===== src/rtl/uart_rx_fifo.sv =====
// uart_rx_fifo: UART receiver with a first-word-fall-through receive FIFO
// and sticky error flags (overrun, framing, parity, break).
// Optional build macro UART_RX_BREAK_EN: when defined, a frame whose data,
// parity and stop bits all sample 0 sets break_det instead of frame_err.
module uart_rx_fifo #(
    parameter int CLK_CYCLES = 87,
    parameter int DATA_BITS  = 8,
    parameter int PARITY     = 0,
    parameter int DEPTH_LOG2 = 4
) (
    input  logic                  clk,
    input  logic                  rst,
    input  logic                  uart_rx,
    input  logic                  rd_en,
    output logic [DATA_BITS-1:0]  rd_data,
    output logic                  empty,
    output logic                  full,
    output logic [DEPTH_LOG2:0]   count,
    output logic                  overrun_err,
    output logic                  frame_err,
    output logic                  parity_err,
    output logic                  break_det,
    input  logic                  clear_err
);

    localparam int                TW       = $clog2(CLK_CYCLES);
    localparam logic [TW-1:0]     T_LAST   = TW'(CLK_CYCLES - 1);
    localparam logic [TW-1:0]     T_HALF   = TW'(CLK_CYCLES / 2);
    localparam logic [3:0]        B_LAST   = 4'(DATA_BITS - 1);
    localparam int                DEPTH    = 2 ** DEPTH_LOG2;
    localparam logic [DEPTH_LOG2:0] FULL_CNT = (DEPTH_LOG2 + 1)'(DEPTH);

    typedef enum logic [2:0] {
        WAIT_HIGH,
        IDLE,
        START,
        DATA,
        PAR_BIT,
        STOP
    } state_t;

    state_t                 state;
    logic [TW-1:0]          timer;
    logic [3:0]             bit_idx;
    logic [DATA_BITS-1:0]   shift;
    logic                   par_bit;
    logic                   tick;
    logic                   par_ok;
    logic                   push;
    logic                   do_push;
    logic                   do_pop;

    logic [DATA_BITS-1:0]   mem [DEPTH];
    logic [DEPTH_LOG2-1:0]  wr_ptr;
    logic [DEPTH_LOG2-1:0]  rd_ptr;

    // Sample strobe, parity check and FIFO push/pop qualification
    always_comb begin
        tick   = (timer == T_LAST);
        par_ok = 1'b1;
        if (PARITY != 0) begin
            par_ok = (par_bit == ((^shift) ^ (PARITY == 1)));
        end
        push    = (state == STOP) && tick && uart_rx && par_ok;
        do_pop  = rd_en && (count != '0);
        // a pop in the same cycle frees the slot, so a full FIFO still accepts
        do_push = push && ((count != FULL_CNT) || do_pop);
    end

    // Receive FSM: bit timing, shift register and line-error flags
    always_ff @(posedge clk) begin
        if (rst) begin
            state      <= WAIT_HIGH;
            timer      <= '0;
            bit_idx    <= '0;
            shift      <= '0;
            par_bit    <= 1'b0;
            frame_err  <= 1'b0;
            parity_err <= 1'b0;
`ifdef UART_RX_BREAK_EN
            break_det  <= 1'b0;
`endif
        end else begin
            // clear first; an error event below in the same cycle wins
            frame_err  <= frame_err & ~clear_err;
            parity_err <= parity_err & ~clear_err;
`ifdef UART_RX_BREAK_EN
            break_det  <= break_det & ~clear_err;
`endif
            case (state)
                WAIT_HIGH: begin
                    if (uart_rx) state <= IDLE;
                end
                IDLE: begin
                    if (!uart_rx) begin
                        state <= START;
                        timer <= '0;
                    end
                end
                START: begin
                    if (timer == T_HALF) begin
                        timer <= '0;
                        if (uart_rx) begin
                            state <= IDLE;
                        end else begin
                            state   <= DATA;
                            bit_idx <= '0;
                        end
                    end else begin
                        timer <= timer + 1'b1;
                    end
                end
                DATA: begin
                    if (tick) begin
                        timer <= '0;
                        shift <= {uart_rx, shift[DATA_BITS-1:1]};
                        if (bit_idx == B_LAST) begin
                            state <= (PARITY != 0) ? PAR_BIT : STOP;
                        end else begin
                            bit_idx <= bit_idx + 1'b1;
                        end
                    end else begin
                        timer <= timer + 1'b1;
                    end
                end
                PAR_BIT: begin
                    if (tick) begin
                        timer   <= '0;
                        par_bit <= uart_rx;
                        state   <= STOP;
                    end else begin
                        timer <= timer + 1'b1;
                    end
                end
                STOP: begin
                    if (tick) begin
                        timer <= '0;
                        if (uart_rx) begin
                            if (!par_ok) parity_err <= 1'b1;
                            state <= IDLE;
                        end else begin
`ifdef UART_RX_BREAK_EN
                            if ((shift == '0) && !par_bit) break_det <= 1'b1;
                            else                           frame_err <= 1'b1;
`else
                            frame_err <= 1'b1;
`endif
                            state <= WAIT_HIGH;
                        end
                    end else begin
                        timer <= timer + 1'b1;
                    end
                end
                default: state <= WAIT_HIGH;
            endcase
        end
    end

`ifndef UART_RX_BREAK_EN
    assign break_det = 1'b0;
`endif

    // FIFO storage write
    always_ff @(posedge clk) begin
        if (do_push) mem[wr_ptr] <= shift;
    end

    // FIFO pointers, occupancy and overrun flag
    always_ff @(posedge clk) begin
        if (rst) begin
            wr_ptr      <= '0;
            rd_ptr      <= '0;
            count       <= '0;
            overrun_err <= 1'b0;
        end else begin
            if (do_push) wr_ptr <= wr_ptr + 1'b1;
            if (do_pop)  rd_ptr <= rd_ptr + 1'b1;
            case ({do_push, do_pop})
                2'b10:   count <= count + 1'b1;
                2'b01:   count <= count - 1'b1;
                default: ;
            endcase
            overrun_err <= (overrun_err & ~clear_err) | (push & ~do_push);
        end
    end

    assign rd_data = mem[rd_ptr];
    assign empty   = (count == '0);
    assign full    = (count == FULL_CNT);

endmodule


===== config.mk =====
export PLATFORM = sky130hd
export DESIGN_NAME = uart_rx_fifo
export DESIGN_NICKNAME = d
export VERILOG_FILES = /design/src/rtl/uart_rx_fifo.sv
export SDC_FILE = /design/constraint.sdc
export NUM_CORES = 1
export LEC_CHECK = 0
export BUFFER_PORTS_ARGS = -buffer_cell sky130_fd_sc_hd__buf_2
export CORE_MARGIN = 2
export CORE_UTILIZATION = 40
export CTS_BUF_LIST = sky130_fd_sc_hd__clkbuf_2 sky130_fd_sc_hd__clkbuf_4 sky130_fd_sc_hd__clkbuf_8
export CTS_CLUSTER_DIAMETER = 150
export DETAILED_ROUTE_END_ITERATION = 10
export HOLD_SLACK_MARGIN = 0.12
export PLACE_DENSITY = 0.6
export SYNTH_ARGS = -nofsm -noshare
export SYNTH_HDL_FRONTEND = slang
export SYNTH_SLANG_ARGS = --single-unit

===== constraint.sdc =====
create_clock -name clk -period 3.5 [get_ports clk]
set_clock_uncertainty 0.05 [all_clocks]
set_input_delay 0.525 -clock clk [delete_from_list [all_inputs] [get_ports clk]]
set_output_delay 0.525 -clock clk [all_outputs]
set_load 0.05 [all_outputs]

==> results of run 1 <==
==> logic make-up (layout without fill, tap and decap cells) <==
logic type	after synthesis	count (layout)	share of synthesized area
AO/OA/AOI/OAI	59	59	0.0568
flip-flops	170	170	0.662
buffers and inverters	38	80	0.0226
XOR/XNOR	10	10	0.0124
multiplexers	44	44	0.120
AND/OR/NAND/NOR	138	138	0.105
other	1	1	0.000530
adder cells (fa/ha/maj)	12	12	0.0212
==> synthesized netlist by cell type, types with 2 or more instances <==
cell / number
edfxtp_1: 128
dfxtp_1: 42
nor2_1: 41
mux4_2: 32
nand2_1: 22
a22oi_1: 17
clkbuf_1: 13
ha_1: 12
a21oi_1: 11
inv_1: 11
nand2b_1: 11
nand3_1: 11
mux2i_1: 10
nor3_1: 9
o21ai_0: 9
buf_1: 7
nor2b_1: 7
buf_2: 5
nor3b_1: 5
xnor2_1: 5
xor2_1: 5
nand4b_1: 4
or3_1: 4
or4_1: 4
a211oi_1: 3
and2_1: 3
and3b_1: 3
and4_1: 3
o22ai_1: 3
o31ai_1: 3
a221oi_1: 2
a31o_2: 2
and3_1: 2
nand3b_1: 2
o211ai_1: 2
o221ai_1: 2
==> state kept, by name, indices dropped and copies added, names as in the netlist, named ones only <==
signal,cells
rd_ptr,4
bit_idx,4
frame_err,1
parity_err,1
wr_ptr,4
shift,8
timer,7
count,5
state,3
mem,128
overrun_err,1
==> cell type report <==
class,instances,area [um^2]
clock inverter,12,77.6
inverter,11,41.3
timing repair buffer,37,235
multi-input combinational,264,2240
clock buffer,20,256
sequential,170,4690
tap,225,282
fill,1549,9470
==> worst max path at each step <==
stage / slack [ns] / startpoint / cells past startpoint / end
after floorplan: 0.0007 / count[1] / 14 / count[4]
after CTS: 0.16 / count[0] / 11 / count[4]
after global placement: 0.24 / count[0] / 11 / count[4]
after global routing: 0.02 / timer[0] / 13 / count[4]
final: 0.21 / count[0] / 11 / count[4]
after detailed placement: 0.18 / count[0] / 11 / count[4]
==> stage by stage <==
| step | area [um^2] | power, mW | cells | hold slack (ns) | util |
|---|---|---|---|---|---|
| global placement | 7490 | 3.54 | 707 | 0.409 | 0.433 |
| detailed placement | 7490 | 3.57 | 707 | 0.417 | 0.433 |
| CTS | 7830 | 4.75 | 739 | 0.180 | 0.452 |
| global route | 7830 | 4.92 | 739 | 0.198 | 0.453 |
| finish | 7830 | 4.70 | 739 | 0.216 | 0.453 |
| floorplan | 7090 | 3.29 | 472 | 0.410 | - |
==> per-layer routing <==
layer	vias up	share of wire	global-route usage
met1	1981	0.46	0.202
met5	-	0	0
met2	74	0.49	0.255
li1	1869	-	-
met4	0	0.015	0.0584
met3	21	0.032	0.0344
==> where the power goes <==
group	internal, mW	total, mW	switching, mW
Clock	0.508	1.19	0.677
Sequential	2.19	2.29	0.104
Combinational	0.512	1.22	0.712
Total	3.21	4.70	1.49
==> results.md, run 1 <==
* Max-slew headroom at 0.255
* Power Dens Cells at 600 nW/um^2
* Worst path cell trace: or4_1 -> or3_1 -> and2_1 -> inv_1 -> ha_2 -> xor2_1 -> ha_1 -> a21oi_1 -> a221oi_2 -> or4b_2 -> nand3_1
* Longest Clk Path Bufs at 2
* Mapped Cells at 472
* Max-cap violations at 0
* Placer Congestion at 0.829
* Worst Hold Path EP: parity_err
* Most common cell after layout, fill and taps aside: edfxtp_1
* CTS tree: built
* Initial antenna violation count at 0
* Slew Limit Fails at 0
* R2R Setup Slk at 0.21 ns
* Reg2reg path depth at 11
* Most frequent cells in the layout: edfxtp_1 (128), nor2_1 (41), dfxtp_1 (38)
* Clock Sinks at 170
* CP peak stage delay at 0.62 ns
* Number of buffers created by CTS at 17
* Setup violations, final at 0
* Layout cells sized above 1 at 0.218
* Post-layout nets at 518
* Final WS setup at 0.208 ns
* Worst Path Required at 3.84 ns
* CP startpoint kind: flip-flop
* Post-CTS setup buffer count at 0
* Placement Setup Slack at 0.183 ns
* Max FO, Critical Path at 10
* Die area at 18800 um^2
* Final hold vios at 0
* CP Capture Type: flip-flop
* Starting Density at 0.409
* GRT Util Overall at 0.155
* Global-route wire length before repair at 21500 um
* CP Class: reg -> reg
* Clk pin slew, worst setup/hold paths at 0.07 ns
* Crit path arrival time at 3.63 ns
* Row count at 48
* Post-route ant nets at 0
* Worst path buffer plus inverter count at 1
* First-pass detailed-route iteration total at 5
* Dominant cell type by area after synthesis: edfxtp_1
* Final TNS setup at 0 ns
* Initial DRC count at 252
* Static Leak at 2.56 nW
* Routed wire length at 13400 um
* Slew @ Worst Pin at 1.11 ns
* Peak supply drop at 0.618 mV
* Drt wl/cell at 18.2 um
* Die height at 137 um
* Hold buffers post-CTS at 0
* Tcrit/Tclk final at 0.941
* Worst R2R Start: count[0]
* Largest net degree at the start of global routing at 44
* Hold path startpoint: clear_err
* RSZ-0062 raised after global routing: false
* HP Class: in -> reg
* Status: finished clean
* Ys flop type: edfxtp_1
* IO Count at 24
* Overflow after GRT at 0
* Synth async-reset ratio at 0
* Worst reg2reg endpoint: count[4]
* Min Tclk post-route at 3.29 ns
* Root buf cell: clkbuf_8
* Syn avg cell area at 15.0 um^2
* Core area at 17300 um^2
* Post-cts sizing count at 0
* Vias in the first global route at 3933
* Fmax at 304 MHz
* Final HPWL DP at 8760 um
* Synth top area cells: edfxtp_1 (54%), dfxtp_1 (12%), mux4_2 (10%)
* Synthesized area at 7070 um^2
* DRC errors left at 0
* Via count at 3945
* Clk_lat worst skew at 0.45 ns
* Yosys cell types at 53
* WHS Path Cells at 2
* Area Growth Syn to Fin at 10.6%
* Crit-path slowest cell: or4b_2
* Sequential fraction of the synthesis area at 0.662
* CP delay by family, top: simple AND/OR/NAND/NOR gates
* EDFF count, synth at 128
* #FFs+latches synth at 170
* H-tree depth at 4
* # diodes at 0
* Synth warn at 0
* Area share of the largest cell type after synthesis at 0.543
* Number of I/O port buffers at 22
* DR vias/cell at 5.34
* Die Wd at 137 um
* Synth Net Count at 489
Note: power is estimated with default switching activity, not from simulation.
==> inputs of run 2 (changes only) <==
HOLD_SLACK_MARGIN = default   (was 0.12)
MAX_ROUTING_LAYER = met4   (was default)
==> results.md, run 2 (synthesis gave the netlist of run 1 again) <==
* Status: finished clean (unchanged)
* Switching share of power at 0.318 (about the same)
* CTS tree: built (unchanged)
* Total power at 4.70 mW (about the same)
* Clk_lat worst skew at 0.46 ns (was 0.45 ns)
* Static Leak at 2.56 nW (unchanged)
* Final WS setup at 0.222 ns (was 0.208 ns)
* WHS Path Cells at 2 (unchanged)
* GRT Util Overall at 0.160 (was 0.155)
* Hold path startpoint: clear_err (unchanged)
* Die Wd at 137 um (unchanged)
* Initial DRC count at 281 (was 252)
* Vias in the first global route at 3948 (was 3933)
* Tcrit/Tclk final at 0.937 (was 0.941)
* Setup crit start: count[0] (unchanged)
* CP peak stage delay at 0.61 ns (was 0.62 ns)
* Max-cap violations at 0 (unchanged)
* Filler cells at 1549 (unchanged)
* Starting Density at 0.409 (unchanged)
* First-pass detailed-route iteration total at 5 (unchanged)
* Sequential power share at 0.487 (about the same)
* Worst Path Required at 3.85 ns (was 3.84 ns)
* Most frequent cells in the layout: edfxtp_1 (128), nor2_1 (41), dfxtp_1 (38) (unchanged)
* CP Capture Type: flip-flop (unchanged)
* Post-route ant nets at 0 (unchanged)
* Number of I/O port buffers at 22 (unchanged)
* Final hold vios at 0 (unchanged)
* Worst R2R Start: count[0] (unchanged)
* Most common cell after layout, fill and taps aside: edfxtp_1 (unchanged)
* Crit path arrival time at 3.62 ns (was 3.63 ns)
* DR vias/cell at 5.32 (was 5.34)
* Comb power frac at 0.260 (about the same)
* Placer Congestion at 0.841 (was 0.829)
* Power share of the clock group at 0.253 (was 0.252)
* Initial antenna violation count at 0 (unchanged)
* Global-route wire length before repair at 21500 um (unchanged)
* Biggest register: mem (unchanged)
* Die height at 137 um (unchanged)
* Routed wire length at 13400 um (about the same)
* Die area at 18800 um^2 (unchanged)
* Max FO, Critical Path at 10 (unchanged)
* Via count at 3934 (was 3945)
* HP Class: in -> reg (unchanged)
* RSZ-0062 raised after global routing: false (unchanged)
* Area Growth Syn to Fin at 10.6% (unchanged)
* Clock Sinks at 170 (unchanged)
* Biggest regs: mem: 128 flops, shift: 8 flops, timer: 7 flops (unchanged)
* Fmax at 305 MHz (was 304 MHz)
* Final TNS setup at 0 ns (unchanged)
* Placement Setup Slack at 0.183 ns (unchanged)
* Slew @ Worst Pin at 1.12 ns (was 1.11 ns)
* Root buf cell: clkbuf_8 (unchanged)
* IO Count at 24 (unchanged)
* Reg2reg path depth at 11 (unchanged)
* Largest net degree at the start of global routing at 44 (unchanged)
* # diodes at 0 (unchanged)
* Row count at 48 (unchanged)
* Core area at 17300 um^2 (unchanged)
* Internal power at 3.21 mW (about the same)
* Layout cells sized above 1 at 0.218 (unchanged)
* Drt wl/cell at 18.1 um (was 18.2 um)
* Overflow after GRT at 0 (unchanged)
* Number of buffers created by CTS at 17 (unchanged)
* Peak supply drop at 0.617 mV (was 0.618 mV)
* CP startpoint kind: flip-flop (unchanged)
* Max-slew headroom at 0.251 (was 0.255)
* Psw at 1.50 mW (was 1.49 mW)
* Final HPWL DP at 8760 um (unchanged)
* H-tree depth at 4 (unchanged)
* Power Dens Cells at 601 nW/um^2 (was 600 nW/um^2)
* Worst path cell trace: or4_1 -> or3_1 -> and2_1 -> inv_1 -> ha_2 -> xor2_1 -> ha_1 -> a21oi_1 -> a221oi_2 -> or4b_2 -> nand3_1 (unchanged)
* Crit-path slowest cell: or4b_2 (unchanged)
* CP Class: reg -> reg (unchanged)
* Setup violations, final at 0 (unchanged)
* Longest Clk Path Bufs at 2 (unchanged)
* Post-layout nets at 518 (unchanged)
* DRC errors left at 0 (unchanged)
* Slew Limit Fails at 0 (unchanged)
* Max reg flops at 128 (unchanged)
* Min Tclk post-route at 3.28 ns (was 3.29 ns)
* Clk pin slew, worst setup/hold paths at 0.08 ns (was 0.07 ns)
-- run 2: power by group through the flow --
stage                     Clock, mW  Combinational (mW)  Sequential, mW
after floorplan                   0               0.925            2.36
after global placement            0                1.21            2.33
after detailed placement          0                1.23            2.34
after CTS                      1.23                1.23            2.29
after global routing           1.30                1.32            2.31
final                          1.19                1.22            2.29
-- run 2: worst paths after layout --
check / end / slack [ns]
setup / recovery: count[4] / 0.22
hold / removal: parity_err / 0.21
setup reg to reg: count[4] / 0.22
hold reg to reg: parity_err / 0.43
-- run 2: cell type report --
cell class,count,area (um^2),area share
clock inverter,12,77.6,0.00991
timing repair buffer,37,235,0.0301
clock buffer,20,256,0.0328
tap,225,282,0.0360
multi-input combinational,264,2240,0.287
sequential,170,4690,0.599
inverter,11,41.3,0.00527
-- run 2: per-layer routing --
| layer | GRT usage | vias up | part of all wire |
|---|---|---|---|
| li1 | - | 1872 | - |
| met1 | 0.201 | 1971 | 0.46 |
| met2 | 0.256 | 73 | 0.50 |
| met3 | 0.0344 | 18 | 0.032 |
| met4 | 0.0601 | 0 | 0.013 |
| met5 | - | - | 0 |
-- run 2: worst max-delay path: cells and delay by family (launching register included) --
| family | cells | cell delay (ns) |
|---|---|---|
| AND/OR/NAND/NOR | 5 | 1.74 |
| flip-flops | 1 | 0.37 |
| AO/OA/AOI/OAI | 2 | 0.38 |
| XOR/XNOR | 1 | 0.16 |
| adder cells (fa/ha/maj) | 2 | 0.44 |
| buffers and inverters | 1 | 0.08 |
-- run 2: what timing repair did --
action / 4_1_cts / 5_1_grt
endpoints found under the hold margin: 0 / 0
setup endpoints to repair: 0 / 1
resized for setup: 0 / 1
hold buffers: 0 / 0
buffers inserted: 0 / 0
-- run 2: per-stage QoR --
stage          cells  cell area [um^2]  utilization  hold slack (ns)
6_report         739              7830        0.453            0.213
5_1_grt          739              7830        0.453            0.196
4_1_cts          739              7830        0.452            0.180
3_5_place_dp     707              7490        0.433            0.417
3_3_place_gp     707              7490        0.433            0.409
2_1_floorplan    472              7090            -            0.410
==> inputs of run 3 (changes only) <==
--- a/config.mk
+++ b/config.mk
@@ -14,3 +14,4 @@
 export MAX_ROUTING_LAYER = met4
-export PLACE_DENSITY = 0.6
+export PLACE_DENSITY = 0.63
+export SETUP_SLACK_MARGIN = 0.2
 export SYNTH_ARGS = -nofsm -noshare
--- a/constraint.sdc
+++ b/constraint.sdc
@@ -4,2 +4,2 @@
 set_output_delay 0.525 -clock clk [all_outputs]
-set_load 0.05 [all_outputs]
+set_load 0.02 [all_outputs]
==> results.md, run 3 (synthesis gave the netlist of run 1 again) <==
* Status: finished clean (unchanged)
* Layout cells sized above 1 at 0.227 (was 0.218)
* Post-cts sizing count at 0 (unchanged)
* First-pass detailed-route iteration total at 5 (unchanged)
* Routed wire length at 13400 um (about the same)
* Clk_lat worst skew at 0.45 ns (was 0.46 ns)
* Post-CTS setup buffer count at 0 (unchanged)
* Overflow after GRT at 0 (unchanged)
* RSZ-0062 raised after global routing: false (unchanged)
* HP Class: in -> reg (unchanged)
* Hold buffers post-CTS at 0 (unchanged)
* Max-slew headroom at 0.313 (was 0.251)
* Filler cells at 1518 (was 1549)
* Die area at 18800 um^2 (unchanged)
* Worst Path Required at 3.84 ns (was 3.85 ns)
* DR vias/cell at 5.40 (was 5.32)
* Dpl cell area at 7490 um^2 (about the same)
* Root buf cell: clkbuf_8 (unchanged)
* Fin area at 7910 um^2 (was 7830 um^2)
* Fmax at 318 MHz (was 305 MHz)
* Longest Clk Path Bufs at 2 (unchanged)
* Post-route ant nets at 0 (unchanged)
* Die height at 137 um (unchanged)
* Crit-path slowest cell: or4_4 (was or4b_2)
* Final HPWL DP at 8730 um (was 8760 um)
* WHS Path Cells at 2 (unchanged)
* CP peak stage delay at 0.58 ns (was 0.61 ns)
* Setup violations, final at 0 (unchanged)
* Largest net degree at the start of global routing at 44 (unchanged)
* DRC errors left at 0 (unchanged)
* Global-route wire length before repair at 21300 um (was 21500 um)
* Final hold vios at 0 (unchanged)
* Most frequent cells in the layout: edfxtp_1 (128), nor2_1 (41), dfxtp_1 (38) (unchanged)
* H-tree depth at 4 (unchanged)
* Core Util, Final at 0.457 (was 0.453)
* # diodes at 0 (unchanged)
* Biggest register: mem (unchanged)
* Placement Setup Slack at 0.319 ns (was 0.183 ns)
* Placer Congestion at 0.837 (was 0.841)
* Peak supply drop at 0.695 mV (was 0.617 mV)
* Area occupied by multi-input gates at 2270 um^2 (was 2240 um^2)
* Max reg flops at 128 (unchanged)
* CP Class: reg -> reg (unchanged)
* Clk pin slew, worst setup/hold paths at 0.09 ns (was 0.08 ns)
* Max-cap violations at 0 (unchanged)
* Power Dens Cells at 605 nW/um^2 (was 601 nW/um^2)
* Number of buffers created by CTS at 17 (unchanged)
* Min Tclk post-route at 3.14 ns (was 3.28 ns)
* Final TNS setup at 0 ns (unchanged)
* Tcrit/Tclk final at 0.897 (was 0.937)
* Worst path cell trace: or4_4 -> or3_1 -> and2_4 -> inv_2 -> ha_4 -> xor2_1 -> ha_2 -> a21oi_2 -> a221oi_2 -> or4b_4 -> nand3_1 (was or4_1 -> or3_1 -> and2_1 -> inv_1 -> ha_2 -> xor2_1 -> ha_1 -> a21oi_1 -> a221oi_2 -> or4b_2 -> nand3_1)
* Slew Limit Fails at 0 (unchanged)
* Number of I/O port buffers at 22 (unchanged)
* Static Leak at 2.58 nW (was 2.56 nW)
* Vias in the first global route at 3950 (was 3948)
* Initial DRC count at 307 (was 281)
* Max FO, Critical Path at 10 (unchanged)
* Drt wl/cell at 18.2 um (was 18.1 um)
* Most common cell after layout, fill and taps aside: edfxtp_1 (unchanged)
* CP startpoint kind: flip-flop (unchanged)
* Biggest regs: mem: 128 flops, shift: 8 flops, timer: 7 flops (unchanged)
* IO Count at 24 (unchanged)
* Core area at 17300 um^2 (unchanged)
* CP Capture Type: flip-flop (unchanged)
* Final WS setup at 0.360 ns (was 0.222 ns)
* Row count at 48 (unchanged)
* GRT Util Overall at 0.158 (was 0.160)
* CTS tree: built (unchanged)
* Initial antenna violation count at 0 (unchanged)
* Reg2reg path depth at 11 (unchanged)
* Starting Density at 0.409 (unchanged)
* Crit path arrival time at 3.48 ns (was 3.62 ns)
* Slew @ Worst Pin at 1.02 ns (was 1.12 ns)
* FF/Latch Area at 4690 um^2 (unchanged)
* Via count at 3977 (was 3934)
* Clock Sinks at 170 (unchanged)
* Post-layout nets at 516 (was 518)
* Area Growth Syn to Fin at 11.9% (was 10.6%)
* Die Wd at 137 um (unchanged)
run 3: per-stage QoR:
stage	total power, mW	std cells	hold slack (ns)
after floorplan	3.14	472	0.410
after CTS	4.82	737	0.169
after global placement	3.34	705	0.411
final	4.79	737	0.211
after global routing	5.02	737	0.174
after detailed placement	3.37	705	0.416
run 3: final cells by class:
cell class / instances / area share
Clock buffer: 17 / 0.0296
Clock inverter: 15 / 0.0236
Inverter: 11 / 0.00522
Multi-Input combinational cell: 264 / 0.287
Sequential cell: 170 / 0.593
Tap cell: 225 / 0.0356
Timing Repair Buffer: 35 / 0.0262
run 3: worst max-delay path, delay by kind of cell, from the launching register on:
family	cells	cell delay, ns
AND/OR/NAND/NOR	5	1.69
adder cells (fa/ha/maj)	2	0.39
flip-flops	1	0.37
AO/OA/AOI/OAI	2	0.35
XOR/XNOR	1	0.17
buffers and inverters	1	0.07
run 3: path summary, 6_finish.rpt:
path	start	to	slack [ns]
max reg2reg	count[0]	count[4]	0.36
max	count[0]	count[4]	0.36
min reg2reg	parity_err	parity_err	0.43
min	clear_err	parity_err	0.21
run 3: metal layers:
metal / routed length, um / track usage
met5: 0 / -
met4: 61 / 0.0372
met3: 704 / 0.0441
met2: 6840 / 0.256
met1: 5820 / 0.199
run 3: report_power, final:
group          switching (mW)  internal, mW  leakage [nW]
clock                   0.731         0.721         0.208
combinational           0.580         0.503         0.877
sequential             0.0624          2.19          1.50
total                    1.37          3.41          2.58
